### src/rtl/can_rx_frame_decoder_pkg.sv
// Shared CAN receive definitions: decoder states, CRC-15 polynomial, frame
// tail lengths and the payload length rule.
package can_defs;

    localparam logic [14:0] CAN_CRC_POLY = 15'h4599;
    localparam logic [5:0]  EOF_LEN      = 6'd7;
    localparam logic [5:0]  INTEG_LEN    = 6'd11;

    typedef enum logic [4:0] {
        INTEGRATE, IDLE, ID_A, SRR_RTR, IDE, ID_B, RTR_EXT, R1, R0, DLC,
        DATA, CRC, CRC_DEL, ACK, ACK_DEL, EOF, WAIT_IDLE
    } state_t;

    // Payload bits carried by a frame; remote frames carry none, DLC saturates at 8 bytes.
    function automatic logic [6:0] data_bits(input logic rtr, input logic [3:0] dlc);
        if (rtr)
            return 7'd0;
        else if (dlc > 4'd8)
            return 7'd64;
        else
            return {dlc, 3'b000};
    endfunction

endpackage

### src/rtl/can_rx_frame_decoder_crc.sv
// Serial CRC-15 accumulator; init clears, enable shifts in one destuffed bit.
module can_crc15
    import can_defs::*;
#(
    parameter logic [14:0] CRC_POLY = CAN_CRC_POLY
) (
    input  logic        clk,
    input  logic        rst_n,
    input  logic        init,
    input  logic        enable,
    input  logic        bit_in,
    output logic [14:0] crc_out
);

    logic [14:0] r_crc;

    always_ff @(posedge clk or posedge rst_n) begin
        if (rst_n)
            r_crc <= '0;
        else if (init)
            r_crc <= '0;
        else if (enable)
            r_crc <= {r_crc[13:0], 1'b0} ^ ((bit_in ^ r_crc[14]) ? CRC_POLY : 15'd0);
    end

    assign crc_out = r_crc;

endmodule

### src/rtl/can_rx_frame_decoder.sv
// CAN receive path: destuffing, field decode, CRC check, ACK drive and
// shadowed frame outputs. Decoding advances only on sample_point strobes.
module can_rx_frame_decoder
    import can_defs::*;
#(
    parameter logic [14:0] CRC_POLY = CAN_CRC_POLY
) (
    input  logic        clk,
    input  logic        rst_n,
    input  logic        sample_point,
    input  logic        sampled_bit,
    output logic [28:0] rx_id,
    output logic        rx_ide,
    output logic        rx_rtr,
    output logic [3:0]  rx_dlc,
    output logic [63:0] rx_data,
    output logic        rx_valid,
    output logic        send_ack,
    output logic        stuff_error,
    output logic        crc_error,
    output logic        form_error,
    output logic        rx_busy,
    output state_t      dbg_state
);

    state_t      r_state;
    logic [5:0]  r_cnt;
    logic        r_last;
    logic [2:0]  r_same;
    logic [10:0] r_id_a;
    logic [17:0] r_id_b;
    logic        r_ide, r_rtr;
    logic [3:0]  r_dlc;
    logic [63:0] r_data;
    logic [14:0] r_crc_rx;
    logic [28:0] r_rx_id;
    logic        r_rx_ide, r_rx_rtr;
    logic [3:0]  r_rx_dlc;
    logic [63:0] r_rx_data;
    logic        r_valid, r_ack, r_stuff_err, r_crc_err, r_form_err, r_busy;

    logic [14:0] w_crc;
    logic [14:0] w_crc_rx_next;
    logic [3:0]  w_dlc_next;
    logic [6:0]  w_len_dlc, w_len;
    logic        w_in_stuff, w_stuff_bit, w_crc_en, w_crc_init;

    // CRC_DEL is included so a stuff bit following the last CRC bit is removed.
    assign w_in_stuff    = r_state inside {ID_A, SRR_RTR, IDE, ID_B, RTR_EXT, R1, R0,
                                           DLC, DATA, CRC, CRC_DEL};
    assign w_stuff_bit   = w_in_stuff && (r_same == 3'd5);
    assign w_crc_init    = sample_point && (r_state == IDLE) && !sampled_bit;
    assign w_crc_en      = sample_point && !w_stuff_bit &&
                           (r_state inside {ID_A, SRR_RTR, IDE, ID_B, RTR_EXT, R1, R0, DLC, DATA});
    assign w_crc_rx_next = {r_crc_rx[13:0], sampled_bit};
    assign w_dlc_next    = {r_dlc[2:0], sampled_bit};
    assign w_len_dlc     = data_bits(r_rtr, w_dlc_next);
    assign w_len         = data_bits(r_rtr, r_dlc);

    // SOF is dominant, so feeding it into a zero seed leaves zero; init alone covers it.
    can_crc15 #(.CRC_POLY(CRC_POLY)) u_crc (
        .clk     (clk),
        .rst_n   (rst_n),
        .init    (w_crc_init),
        .enable  (w_crc_en),
        .bit_in  (sampled_bit),
        .crc_out (w_crc)
    );

    always_ff @(posedge clk or posedge rst_n) begin
        if (rst_n) begin
            r_state     <= INTEGRATE;
            r_cnt       <= '0;
            r_last      <= 1'b0;
            r_same      <= '0;
            r_id_a      <= '0;
            r_id_b      <= '0;
            r_ide       <= 1'b0;
            r_rtr       <= 1'b0;
            r_dlc       <= '0;
            r_data      <= '0;
            r_crc_rx    <= '0;
            r_rx_id     <= '0;
            r_rx_ide    <= 1'b0;
            r_rx_rtr    <= 1'b0;
            r_rx_dlc    <= '0;
            r_rx_data   <= '0;
            r_valid     <= 1'b0;
            r_ack       <= 1'b0;
            r_stuff_err <= 1'b0;
            r_crc_err   <= 1'b0;
            r_form_err  <= 1'b0;
            r_busy      <= 1'b0;
        end else begin
            r_valid     <= 1'b0;
            r_stuff_err <= 1'b0;
            r_crc_err   <= 1'b0;
            r_form_err  <= 1'b0;
            if (sample_point) begin
                // A stuff bit opens a new run of equal bits.
                if (w_in_stuff) begin
                    if (w_stuff_bit || (sampled_bit != r_last)) begin
                        r_last <= sampled_bit;
                        r_same <= 3'd1;
                    end else begin
                        r_same <= r_same + 3'd1;
                    end
                end
                if (w_stuff_bit) begin
                    if (sampled_bit == r_last) begin
                        r_stuff_err <= 1'b1;
                        r_state     <= WAIT_IDLE;
                        r_cnt       <= '0;
                        r_ack       <= 1'b0;
                    end
                end else begin
                    case (r_state)
                        INTEGRATE, WAIT_IDLE: begin
                            if (!sampled_bit) begin
                                r_cnt <= '0;
                            end else if (r_cnt == INTEG_LEN - 6'd1) begin
                                r_state <= IDLE;
                                r_cnt   <= '0;
                                r_busy  <= 1'b0;
                            end else begin
                                r_cnt <= r_cnt + 6'd1;
                            end
                        end
                        IDLE: begin
                            if (!sampled_bit) begin
                                r_state <= ID_A;
                                r_busy  <= 1'b1;
                                r_cnt   <= '0;
                                r_last  <= 1'b0;
                                r_same  <= 3'd1;
                                r_id_a  <= '0;
                                r_id_b  <= '0;
                                r_ide   <= 1'b0;
                                r_rtr   <= 1'b0;
                                r_dlc   <= '0;
                                r_data  <= '0;
                            end
                        end
                        ID_A: begin
                            r_id_a <= {r_id_a[9:0], sampled_bit};
                            if (r_cnt == 6'd10) begin
                                r_state <= SRR_RTR;
                                r_cnt   <= '0;
                            end else begin
                                r_cnt <= r_cnt + 6'd1;
                            end
                        end
                        SRR_RTR: begin
                            r_rtr   <= sampled_bit;
                            r_state <= IDE;
                        end
                        IDE: begin
                            r_ide   <= sampled_bit;
                            r_state <= sampled_bit ? ID_B : R0;
                        end
                        ID_B: begin
                            r_id_b <= {r_id_b[16:0], sampled_bit};
                            if (r_cnt == 6'd17) begin
                                r_state <= RTR_EXT;
                                r_cnt   <= '0;
                            end else begin
                                r_cnt <= r_cnt + 6'd1;
                            end
                        end
                        RTR_EXT: begin
                            r_rtr   <= sampled_bit;
                            r_state <= R1;
                        end
                        R1: r_state <= R0;
                        R0: begin
                            r_state <= DLC;
                            r_cnt   <= '0;
                        end
                        DLC: begin
                            r_dlc <= w_dlc_next;
                            if (r_cnt == 6'd3) begin
                                r_cnt   <= '0;
                                r_state <= (w_len_dlc == 7'd0) ? CRC : DATA;
                            end else begin
                                r_cnt <= r_cnt + 6'd1;
                            end
                        end
                        DATA: begin
                            r_data[6'd63 - r_cnt] <= sampled_bit;
                            if ({1'b0, r_cnt} == w_len - 7'd1) begin
                                r_state <= CRC;
                                r_cnt   <= '0;
                            end else begin
                                r_cnt <= r_cnt + 6'd1;
                            end
                        end
                        CRC: begin
                            r_crc_rx <= w_crc_rx_next;
                            if (r_cnt == 6'd14) begin
                                r_cnt <= '0;
                                if (w_crc_rx_next == w_crc) begin
                                    r_state <= CRC_DEL;
                                end else begin
                                    r_crc_err <= 1'b1;
                                    r_state   <= WAIT_IDLE;
                                end
                            end else begin
                                r_cnt <= r_cnt + 6'd1;
                            end
                        end
                        CRC_DEL: begin
                            if (sampled_bit) begin
                                r_ack   <= 1'b1;
                                r_state <= ACK;
                            end else begin
                                r_form_err <= 1'b1;
                                r_state    <= WAIT_IDLE;
                                r_cnt      <= '0;
                            end
                        end
                        ACK: begin
                            r_ack   <= 1'b0;
                            r_state <= ACK_DEL;
                        end
                        ACK_DEL: begin
                            r_cnt <= '0;
                            if (sampled_bit) begin
                                r_state <= EOF;
                            end else begin
                                r_form_err <= 1'b1;
                                r_state    <= WAIT_IDLE;
                            end
                        end
                        EOF: begin
                            if (r_cnt == EOF_LEN - 6'd1) begin
                                r_state <= IDLE;
                                r_cnt   <= '0;
                                r_busy  <= 1'b0;
                            end else if (!sampled_bit) begin
                                r_form_err <= 1'b1;
                                r_state    <= WAIT_IDLE;
                                r_cnt      <= '0;
                            end else begin
                                r_cnt <= r_cnt + 6'd1;
                                if (r_cnt == EOF_LEN - 6'd2) begin
                                    r_valid   <= 1'b1;
                                    r_rx_id   <= r_ide ? {r_id_a, r_id_b} : {18'd0, r_id_a};
                                    r_rx_ide  <= r_ide;
                                    r_rx_rtr  <= r_rtr;
                                    r_rx_dlc  <= r_dlc;
                                    r_rx_data <= r_data;
                                end
                            end
                        end
                        default: r_state <= INTEGRATE;
                    endcase
                end
            end
        end
    end

    assign rx_id       = r_rx_id;
    assign rx_ide      = r_rx_ide;
    assign rx_rtr      = r_rx_rtr;
    assign rx_dlc      = r_rx_dlc;
    assign rx_data     = r_rx_data;
    assign rx_valid    = r_valid;
    assign send_ack    = r_ack;
    assign stuff_error = r_stuff_err;
    assign crc_error   = r_crc_err;
    assign form_error  = r_form_err;
    assign rx_busy     = r_busy;
    assign dbg_state   = r_state;

endmodule

### config.mk
export PLATFORM = sky130hd
export DESIGN_NAME = can_rx_frame_decoder
export DESIGN_NICKNAME = d
export VERILOG_FILES = /design/src/rtl/can_rx_frame_decoder_pkg.sv /design/src/rtl/can_rx_frame_decoder_crc.sv /design/src/rtl/can_rx_frame_decoder.sv
export SDC_FILE = /design/constraint.sdc
export NUM_CORES = 1
export LEC_CHECK = 0
export ABC_CLOCK_PERIOD_IN_PS = 9050
export CORE_MARGIN = 8
export CORE_UTILIZATION = 50
export CTS_CLUSTER_SIZE = 24
export DETAILED_ROUTE_END_ITERATION = 16
export PLACE_DENSITY = 0.85
export SLEW_MARGIN = 20
export SYNTH_ARGS = -nofsm -noshare
export SYNTH_HDL_FRONTEND = slang
export SYNTH_SLANG_ARGS = --single-unit
### constraint.sdc
create_clock -name clk -period 9.05 [get_ports clk]
set_clock_uncertainty 0.15 [all_clocks]
set_input_delay 1.81 -clock clk [delete_from_list [all_inputs] [get_ports clk]]
set_output_delay 1.81 -clock clk [all_outputs]
set_load 0.1 [all_outputs]
---- After elaboration in Yosys (flattened, before gate mapping) ----
Index checks and enable logic that the tools add are counted.
operators by class
  $add $sub $neg .......................... 4
  multiply operators ...................... 0
  divide/modulo/power cells ............... 0
  magnitude comparators ................... 4
  equal/unequal tests ..................... 43
  shift-type cells ........................ 0
  mux-type cells .......................... 90
  bitwise gates (word level) .............. 4
  reductions and logical operators ........ 40
operators with widths
  operator              number
  $pmux W64 S2          1
  $pmux W5 S16          1
  $mux W5               15
  $mux W6               11
  $bwmux W64            1
  $mux W64              1
  $pmux W6 S9           1
  $mux W15              3
  $eq A5 B4 Y1 const B  8
  $pmux W18 S2          1
  $mux W1               33
  $reduce_and A4 Y1     8
  $mux W29              1
  $mux W7               4
  $pmux W11 S2          1
  $eq A5 B3 Y1 const B  4
  $mux W18              1
  $ne A3 B2 Y1 const B  6
  $eq A15 B15 Y1        1
  $mux W3               5
  $xor A15 B15 Y15      1
  $reduce_bool A2 Y1    7
  $eq A6 B3 Y1 const B  2
  $eq A6 B4 Y1 const B  2
  42 further kinds      66
storage, ports and cells
  flip-flop bits (word level) ............. 248
  bits in latches ......................... 0
  bits in writable memories ............... 0
  memory bits (read-only) ................. 0
  input port bits ......................... 4
  output and inout port bits .............. 110
  word-level logic and storage cells ...... 208
  memories kept ........................... 0

---- Logic depth before layout (Yosys ltp) ----
Gate-level depths: netlist (run 1).
  depth in word-level cells ............... 9
  gate-level depth with buffers ........... 10
  gate-level depth less buffers ........... 9

---- Hierarchy ----
Synthesis (run 1) repeated with hierarchy kept, for this count alone.
unflattened totals
  cell total of the unflattened synthesis .. 1083
  area, all modules ....................... 11308.3 µm²
modules (own cells, without submodules)
  module                times used  cells each  area an instance (µm²)  seq. area each (µm²)
  can_rx_frame_decoder  1           1011        10571.4                 5830.6
  can_crc15             1           72          737.0                   375.4

---- Worst setup path before layout (run 1) ----
OpenSTA, ideal clock, no wires.
  path type ............................... input -> register
  from .................................... in sampled_bit
  to ...................................... reg r_state[1] (netlist: dbg_state[1])
  library setup time ...................... 126 ps
  arrival ................................. 3333 ps
  path slack .............................. 5441 ps
  stages on the path ...................... 7
  path buffers ............................ 2
  path through ............................ clkbuf_1 > clkbuf_1 > nor3_1 > o31ai_1 > nand3_1 > a21o_1 > a221o_1
on the way
  longest elaborated chain between the ends .. 3
  elaborated cells between the ends (all ways) .. 9
ends and longest elaborated chain
  item                                                  line                                                      text
  from (decl)                                           can_rx_frame_decoder.sv:11                                input logic sampled_bit,
  $mux W5 / $eq A1 B1 Y1 (equally long branches)        can_rx_frame_decoder.sv:227, can_rx_frame_decoder.sv:110
  $pmux W5 S16 / $ne A2 B1 Y1 (equally long branches)   n/a
  $mux W5 / $reduce_and A11 Y1 (equally long branches)  n/a
  to (signal assigned)                                  can_rx_frame_decoder.sv:159                               r_state <= sampled_bit ? ID_B : R0;
  to (signal assigned)                                  can_rx_frame_decoder.sv:183                               r_state <= (w_len_dlc == 7'd0) ? CRC : DATA;
  to (decl)                                             can_rx_frame_decoder.sv:26                                state_t r_state;
Parallel ways exist; a longest one is shown, timed or not.
A chain may end at the register's enable or synchronous reset.

---- Final worst setup path (run 1) ----
  from .................................... reg r_state[2] (netlist: dbg_state[2])
  to ...................................... out dbg_state[2]
RTL lines
  item       line                        text
  to (decl)  can_rx_frame_decoder.sv:23  output state_t dbg_state
No word-level cell between the ends.

==> results of run 1 <==
-- logic make-up after synthesis --
| family | share of synthesized area (%) |
|---|---|
| AO/OA/AOI/OAI | 17.52 |
| flip-flops | 54.13 |
| AND/OR/NAND/NOR | 9.746 |
| multiplexers | 12.14 |
| buffers and inverters | 3.678 |
| XOR/XNOR | 2.139 |
| adder cells (fa/ha/maj) | 0.6548 |
-- cells in the final DEF, fill, tap and decap left out, types with 3 or more instances in the layout --
cell and n:
buf_4 11, nor2_1 30, a32o_1 4, xor2_1 5, nand2b_1 8, and3_1 3, clkinv_2 5, clkbuf_16 27
nor3_1 15, a21o_1 3, mux2i_1 16, dfrtp_1 248, o21ai_1 124, clkdlybuf4s50_1 113, a21oi_1 76, bufinv_16 5
nand4_1 7, and2_1 4, nor4_1 5, o31ai_1 5, nand3_1 23, mux2_4 70, nand2_1 110, clkbuf_1 3
o21ai_0 63, o211ai_1 4, inv_1 17, mux2_2 4, clkbuf_8 4, xnor2_1 23, mux2_1 12, ha_1 6
a31oi_1 9, a22o_1 29, nor3_2 3, nor2b_1 9
-- registers in the layout, indices dropped and copies added (netlist names), 3 cells and up --
register / cells
dbg_state: 5
r_cnt: 6
r_crc_rx: 14
r_data: 64
r_dlc: 4
r_id_a: 11
r_id_b: 18
r_same: 3
rx_data: 64
rx_dlc: 4
rx_id: 29
u_crc.crc_out: 15
-- metal layers --
metal,part of all wire [%],GRT usage [%],up-vias
met5,0,0,-
met4,2.9,7.570,0
met3,7.2,3.762,71
met2,48,32.54,356
met1,42,27.30,4309
li1,-,-,3954
-- per-stage QoR --
| step | instances | hold WS, ns |
|---|---|---|
| after global placement | 1395 | 0.3196 |
| after CTS | 1442 | 0.3407 |
| final | 1442 | 0.3365 |
| after global routing | 1442 | 0.3563 |
| after floorplan | 1056 | 0.2982 |
| after detailed placement | 1395 | 0.3270 |
-- how the worst max path moves through the flow --
stage            startpoint           end  slack (ns)  cells past startpoint
3_3_place_gp   sample_point     rx_dlc[0]        4.21                      5
3_5_place_dp   sample_point     rx_dlc[1]        4.15                      5
5_1_grt        dbg_state[2]  dbg_state[2]        4.27                      1
6_report       dbg_state[2]  dbg_state[2]        4.37                      1
4_1_cts        dbg_state[2]  dbg_state[2]        4.35                      1
2_1_floorplan         rst_n     crc_error        0.28                      1
-- where the power goes --
part	switching (µW)	leakage, µW	total [µW]	internal [µW]
combinational	318	0.00233	448	130
sequential	79.7	0.00345	1220	1140
clock	440	0.000464	1160	720
total	837	0.00624	2830	1990
-- final cells by class --
type                       instances  share of cell area, %
tap                              285                  2.606
sequential                       248                  45.35
clock buffer                      34                  5.422
clock inverter                    13                  1.463
inverter                          19                 0.5761
multi-input combinational        718                  35.63
timing repair buffer             125                  8.952
==> implementation parameters, run 1 <==
Parameter                              Value

Outcome
  Run status ... finished, final reports clean

Synth
  Dominant cell type by area after synthesis ... dfrtp_1
  Async set-reset flop share out of synthesis ... 100.0%
  Post-synthesis cell area ... approximately 11000 µm²
  Total nets after synthesis ... between 1000 and 1500
  Number of instances in the synthesized netlist ... roughly 1100
  Post-synthesis area per instance ... ~11 µm²
  Yosys top cell area share ... around 54%
  Commonest cells in the synthesized netlist ... dfrtp_1 (248), o21ai_1 (124), nand2_1 (110), a21oi_1 (76), mux2_4 (70)
  Top area cells in the synthesized netlist ... dfrtp_1 (54%), mux2_4 (9.2%), o21ai_1 (5.4%)
  Synth warn ... 0
  Most common cell in the netlist ... dfrtp_1
  Count of cell types in the netlist ... between 60 and 70
  Portion of the post-synthesis area used by sequential elements ... a little over half
  Post-synth EDFFs ... 0
  Synthesis-stage register bit count ... about 250
  Primary flip-flop cell chosen by synthesis mapping ... dfrtp_1

Cells and area
  Proportion of layout cells with a drive suffix above 1 ... around 13%
  Number of fill cells ... approximately 1800
  Area of combinational cells with multiple inputs ... between 4000 and 5000 µm²
  Net count of the finished layout ... 1148
  Area growth from synthesis to final layout ... 19.35%
  Post-route standard cell area excluding fillers ... about 14000 µm²
  N_diodes ... 0
  Layout Utilization ... roughly 61%
  Area taken by flip-flops and latches ... just over 6000 µm²

Detailed routing
  Count of antenna-violating nets left after detailed routing ... 0
  Iter 0 DRT Violations ... about 860
  Post-detailed-route via-to-cell ratio ... 6.026
  Vias after detailed routing ... about 8700
  Detailed Route WL ... 28.95 mm
  DRC violation count after routing ... 0
  Number of detailed-routing iterations run before antenna repair ... 5
  Average wire per cell in the routed design ... around 20 µm

Critical path
  Category of the critical setup timing path ... reg -> out
  Start of the worst register-to-register path ... dbg_state[0]
  Crit start category ... register
  Maximum net fanout on the critical path ... 26
  Capturing point of the worst reg2reg path ... rx_data[1]
  Cells traversed along the worst timing path ... clkdlybuf4s50_1
  Maximum cell stage delay along the critical path ... approximately 1.3 ns
  Dominant delay contributor by cell family on the critical path ... buffers and inverters
  Combined buffer and inverter count along the critical path ... 1
  Register-to-register setup slack ... between 5 and 6 ns
  Worst Reg2Reg Path Length in Cells ... 6
  Signal arrival time at the worst endpoint ... around 2.7 ns
  Required @ worst endpoint ... approximately 7.1 ns
  Critical-path top delay cell ... clkdlybuf4s50_1
  Critical Path End Type ... output port

Floorplan
  IO Count ... 114
  Die area ... 28030 µm²
  Die boundary height ... between 150 and 200 µm
  Width of the die ... between 150 and 200 µm
  Core region area ... ~23000 µm²
  Initial cell density of the core ... about half
  Number of standard-cell rows in the floorplan ... 55

Timing
  Pins Over Slew Limit ... 0
  Worst slew margin relative to its limit ... between 20% and 30%
  Hold Fails Final Rpt ... 0
  Setup repair after global routing missed its margin ... false
  Measured slew at the worst slew-check pin ... 1.094 ns
  Aggregate negative setup slack ... 0 ns
  F_max ... about 0.21 GHz
  Share of the clock period used by the worst path ... roughly half
  Final setup violating endpoints ... 0
  Post-layout min period ... ~4.7 ns
  Final setup margin ... 4.366 ns

Pwr
  Total power after layout ... 2825 µW
  Peak supply drop ... roughly 160 µV
  Total leakage power ... 0.006243 µW
  Cell Pwr Density ... just over 200 nW/µm²

Clock tree
  CTS H-tree depth ... 1
  Number of buffers added by the clock tree synthesis step ... 26
  Clock transition at path regs ... 0.06 ns
  Post-cts sizing count ... 0
  Clk buf depth ... 3
  Postcts setup bufs ... 0
  CTS tree ... yes
  Clock latency reported for the late side of the worst-skew pair ... 0.53 ns
  Cts hold-fix bufs ... 0
  Clock sink count ... around 250
  Buffer cell driving the clock tree root ... clkbuf_16

Place
  Pre-CTS setup slack ... around 4.2 ns
  Number of I/O port buffers ... 113
  Post-DP Area ... roughly 13000 µm²
  Final weighted congestion in routability-driven placement ... around 0.9
  Half-perimeter wire length after placement ... about 19 mm

Global routing
  Global router's overall resource usage ... around a fifth
  Number of global-route vias before repair ... between 8000 and 9000
  Pin count of the biggest net entering global routing ... 104
  Global-route wire length before repair ... between 40 and 50 mm
  Total congestion overflow ... 0
  Number of antenna violations at the first check in global routing ... 0

Flow run
  Max-capacitance violation count ... 0

Min path
  Worst hold path class ... reg -> reg
  Depth of the worst hold-timing path ... 2
  Endpoint with the worst hold slack ... rx_id[20]
  Min-Delay Startpoint ... rx_id[20]
(Power assumes the default switching activity.)
==> run 2, diff against run 1 <==
--- a/config.mk
+++ b/config.mk
@@ -5,7 +5,7 @@
 export SDC_FILE = /design/constraint.sdc
 export NUM_CORES = 1
 export LEC_CHECK = 0
-export ABC_CLOCK_PERIOD_IN_PS = 9050
+export ABC_CLOCK_PERIOD_IN_PS = 4000
 export CORE_MARGIN = 8
 export CORE_UTILIZATION = 50
 export CTS_CLUSTER_SIZE = 24
==> constraint.sdc (replaced) <==
create_clock -name clk -period 4 [get_ports clk]
set_clock_uncertainty 0.15 [all_clocks]
set_input_delay 0.8 -clock clk [delete_from_list [all_inputs] [get_ports clk]]
set_output_delay 0.8 -clock clk [all_outputs]
set_load 0.1 [all_outputs]
==> run 2 against run 1 <==
  * Flip-flop and latch count stayed put
  * Sequential share of layout area fell by 0.061 points
  * First-iteration DRC count grew 11%
  * Sequential power rose by 120%
  * Worst hold slack worse by 0.0017 ns
  * Die area is the same
  * Non-clock buffer count up 12
  * Setup slack got worse by 3.6 ns
  * Clock power increased by 110%
  * Register-to-register slack got worse by 4.4 ns
  * Core utilization grew 0.094 points
  * Largest power group unchanged
  * Cell count up 0.69%
==> implementation parameters, run 2 (synthesized netlist as in run 1, its figures left out) <==
Parameter                              Value

Detailed routing
  Count of antenna-violating nets left after detailed routing ... 0 (unchanged)
  Detailed Route WL ... 28.83 mm (-0.41%)
  Iter 0 DRT Violations ... 957 (+11%)
  DRC violation count after routing ... 0 (unchanged)
  Number of detailed-routing iterations run before antenna repair ... 5 (unchanged)
  Post-detailed-route via-to-cell ratio ... 5.925 (-1.7%)
  Average wire per cell in the routed design ... 19.86 µm (-1.1%)
  Vias after detailed routing ... 8603 (-1.0%)

Place
  Final weighted congestion in routability-driven placement ... 0.9165 (+3.4%)
  Number of I/O port buffers ... 113 (unchanged)
  Post-DP Area ... 12840 µm² (+0.98%)
  Half-perimeter wire length after placement ... 19.04 mm (+1.5%)
  Placed cell count ... 1407 (+0.86%)

Timing
  Hold Fails Final Rpt ... 0 (unchanged)
  Setup repair after global routing missed its margin ... false
  Worst slew margin relative to its limit ... 32.02% (+5.0 points)
  F_max ... 0.3092 GHz
  Pins Over Slew Limit ... 0 (unchanged)
  Final setup violating endpoints ... 0 (unchanged)
  Measured slew at the worst slew-check pin ... 1.016 ns (-0.07759 ns)
  Post-layout min period ... roughly 3.2 ns
  Share of the clock period used by the worst path ... between 80% and 90%

Global routing
  Number of global-route vias before repair ... 8568 (-2.6%)
  Total congestion overflow ... 0 (unchanged)
  Global router's overall resource usage ... 20.15% (-0.20 points)
  Pin count of the biggest net entering global routing ... 130 (+25%)
  Number of antenna violations at the first check in global routing ... 0 (unchanged)
  Global-route wire length before repair ... 46.93 mm (-1.1%)

Clock tree
  Clk buf depth ... 3 (unchanged)
  Postcts setup bufs ... 0 (unchanged)
  Clock latency reported for the late side of the worst-skew pair ... 0.52 ns (about the same)
  Buffer cell driving the clock tree root ... clkbuf_16
  CTS tree ... yes
  Cts hold-fix bufs ... 0 (unchanged)
  CTS H-tree depth ... 1 (unchanged)
  Post-cts sizing count ... 0 (unchanged)
  Clock sink count ... 248 (unchanged)
  Number of buffers added by the clock tree synthesis step ... 26 (unchanged)
  Clock transition at path regs ... 0.06 ns (about the same)

Cells and area
  Area taken by flip-flops and latches ... 6207 µm² (about the same)
  Post-route standard cell area excluding fillers ... 13700 µm² (+0.16%)
  Final cell count without fillers ... 1452 (+0.69%)
  N_diodes ... 0 (unchanged)
  Layout Utilization ... 60.72% (+0.094 points)
  Area of combinational cells with multiple inputs ... 4865 µm² (-0.21%)
  Most frequent standard cell in the layout excluding fill and tap cells ... dfrtp_1
  Number of fill cells ... 1769 (+0.86%)
  Proportion of layout cells with a drive suffix above 1 ... 13.37% (+0.84 points)
  Leading cell types in the layout, fill and taps excluded ... dfrtp_1 (247), o21ai_1 (124), nand2_1 (110)
  Area growth from synthesis to final layout ... 19.54%
  Net count of the finished layout ... 1160 (+1.0%)

Critical path
  Capturing point of the worst reg2reg path ... r_data[25]
  Launching element of the worst setup path ... dbg_state[3]
  Crit start category ... register
  Worst Reg2Reg Path Length in Cells ... 9 (+3)
  Worst Setup EP ... r_data[25]
  Critical Path End Type ... register
  Register-to-register setup slack ... 0.77 ns (-4.36 ns)
  Start of the worst register-to-register path ... dbg_state[3]
  Maximum net fanout on the critical path ... 66 (+150%)
  Category of the critical setup timing path ... reg -> reg
  Required @ worst endpoint ... 4.23 ns (-2.86 ns)
  Signal arrival time at the worst endpoint ... 3.46 ns (+0.74 ns)

Floorplan
  Width of the die ... 167.4 µm (unchanged)
  Die boundary height ... 167.4 µm (unchanged)
  Die area ... 28030 µm² (unchanged)
  Initial cell density of the core ... 50.79% (unchanged)
  Core region area ... 22570 µm² (unchanged)
  Number of standard-cell rows in the floorplan ... 55 (unchanged)
  IO Count ... 114 (unchanged)

Flow run
  Max-capacitance violation count ... 0 (unchanged)

Min path
  Worst hold path class ... reg -> reg
  Depth of the worst hold-timing path ... 2 (unchanged)

Pwr
  Cell Pwr Density ... 454.3 nW/µm² (+120%)
  Total power after layout ... 6226 µW (+120%)
  Peak supply drop ... 344.1 µV (+110%)
  Total leakage power ... 0.006278 µW (+0.55%)

Outcome
  Run status ... finished, final reports clean
-- run 2: how the worst min path moves through the flow --
stage / start / endpoint / slack, ns
global placement: rx_id[5] / rx_id[5] / 0.32
global route: rx_id[14] / rx_id[14] / 0.36
detailed placement: rx_id[4] / rx_id[4] / 0.33
finish: rx_id[4] / rx_id[4] / 0.33
CTS: rx_id[4] / rx_id[4] / 0.34
floorplan: r_data[16] / r_data[16] / 0.30
-- run 2: per-layer routing --
metal,track usage (%),vias to the layer above,part of all wire (%)
li1,-,3970,-
met1,27.53,4192,42
met2,31.61,376,47
met3,4.326,65,7.9
met4,6.522,0,2.3
met5,0,-,0
-- run 2: area by class of cell --
type,count,share of cell area [%]
inverters,19,0.5478
well taps,285,2.602
clock buffers,38,5.597
flip-flops and latches,248,45.29
clock inverters,7,0.6208
multi-input cells,718,35.50
repair buffers,137,9.842
-- run 2: power by group --
part,total [µW],internal [µW],switching (µW)
registers,2710,2580,135
clock network,2410,1450,961
logic,1110,319,788
-- run 2: worst max-delay path, stage by stage, from the launching register on --
cell and delay (ns):
dfrtp_1 0.78, buf_4 0.26, or3b_1 0.40, nand2b_2 0.24
buf_4 0.35, nand2_1 0.12, nand2_1 0.07, buf_4 0.31
o21ai_1 0.24, o21ai_0 0.13
-- run 2: per-stage QoR --
step	hold WS, ns	setup slack (ns)	TNS [ns]
6_report	0.3348	0.7657	0
5_1_grt	0.3632	0.5988	0
4_1_cts	0.3382	0.8164	0
3_5_place_dp	0.3250	0.7808	0
3_3_place_gp	0.3213	0.8391	0
2_1_floorplan	0.2982	-0.2097	-52.01
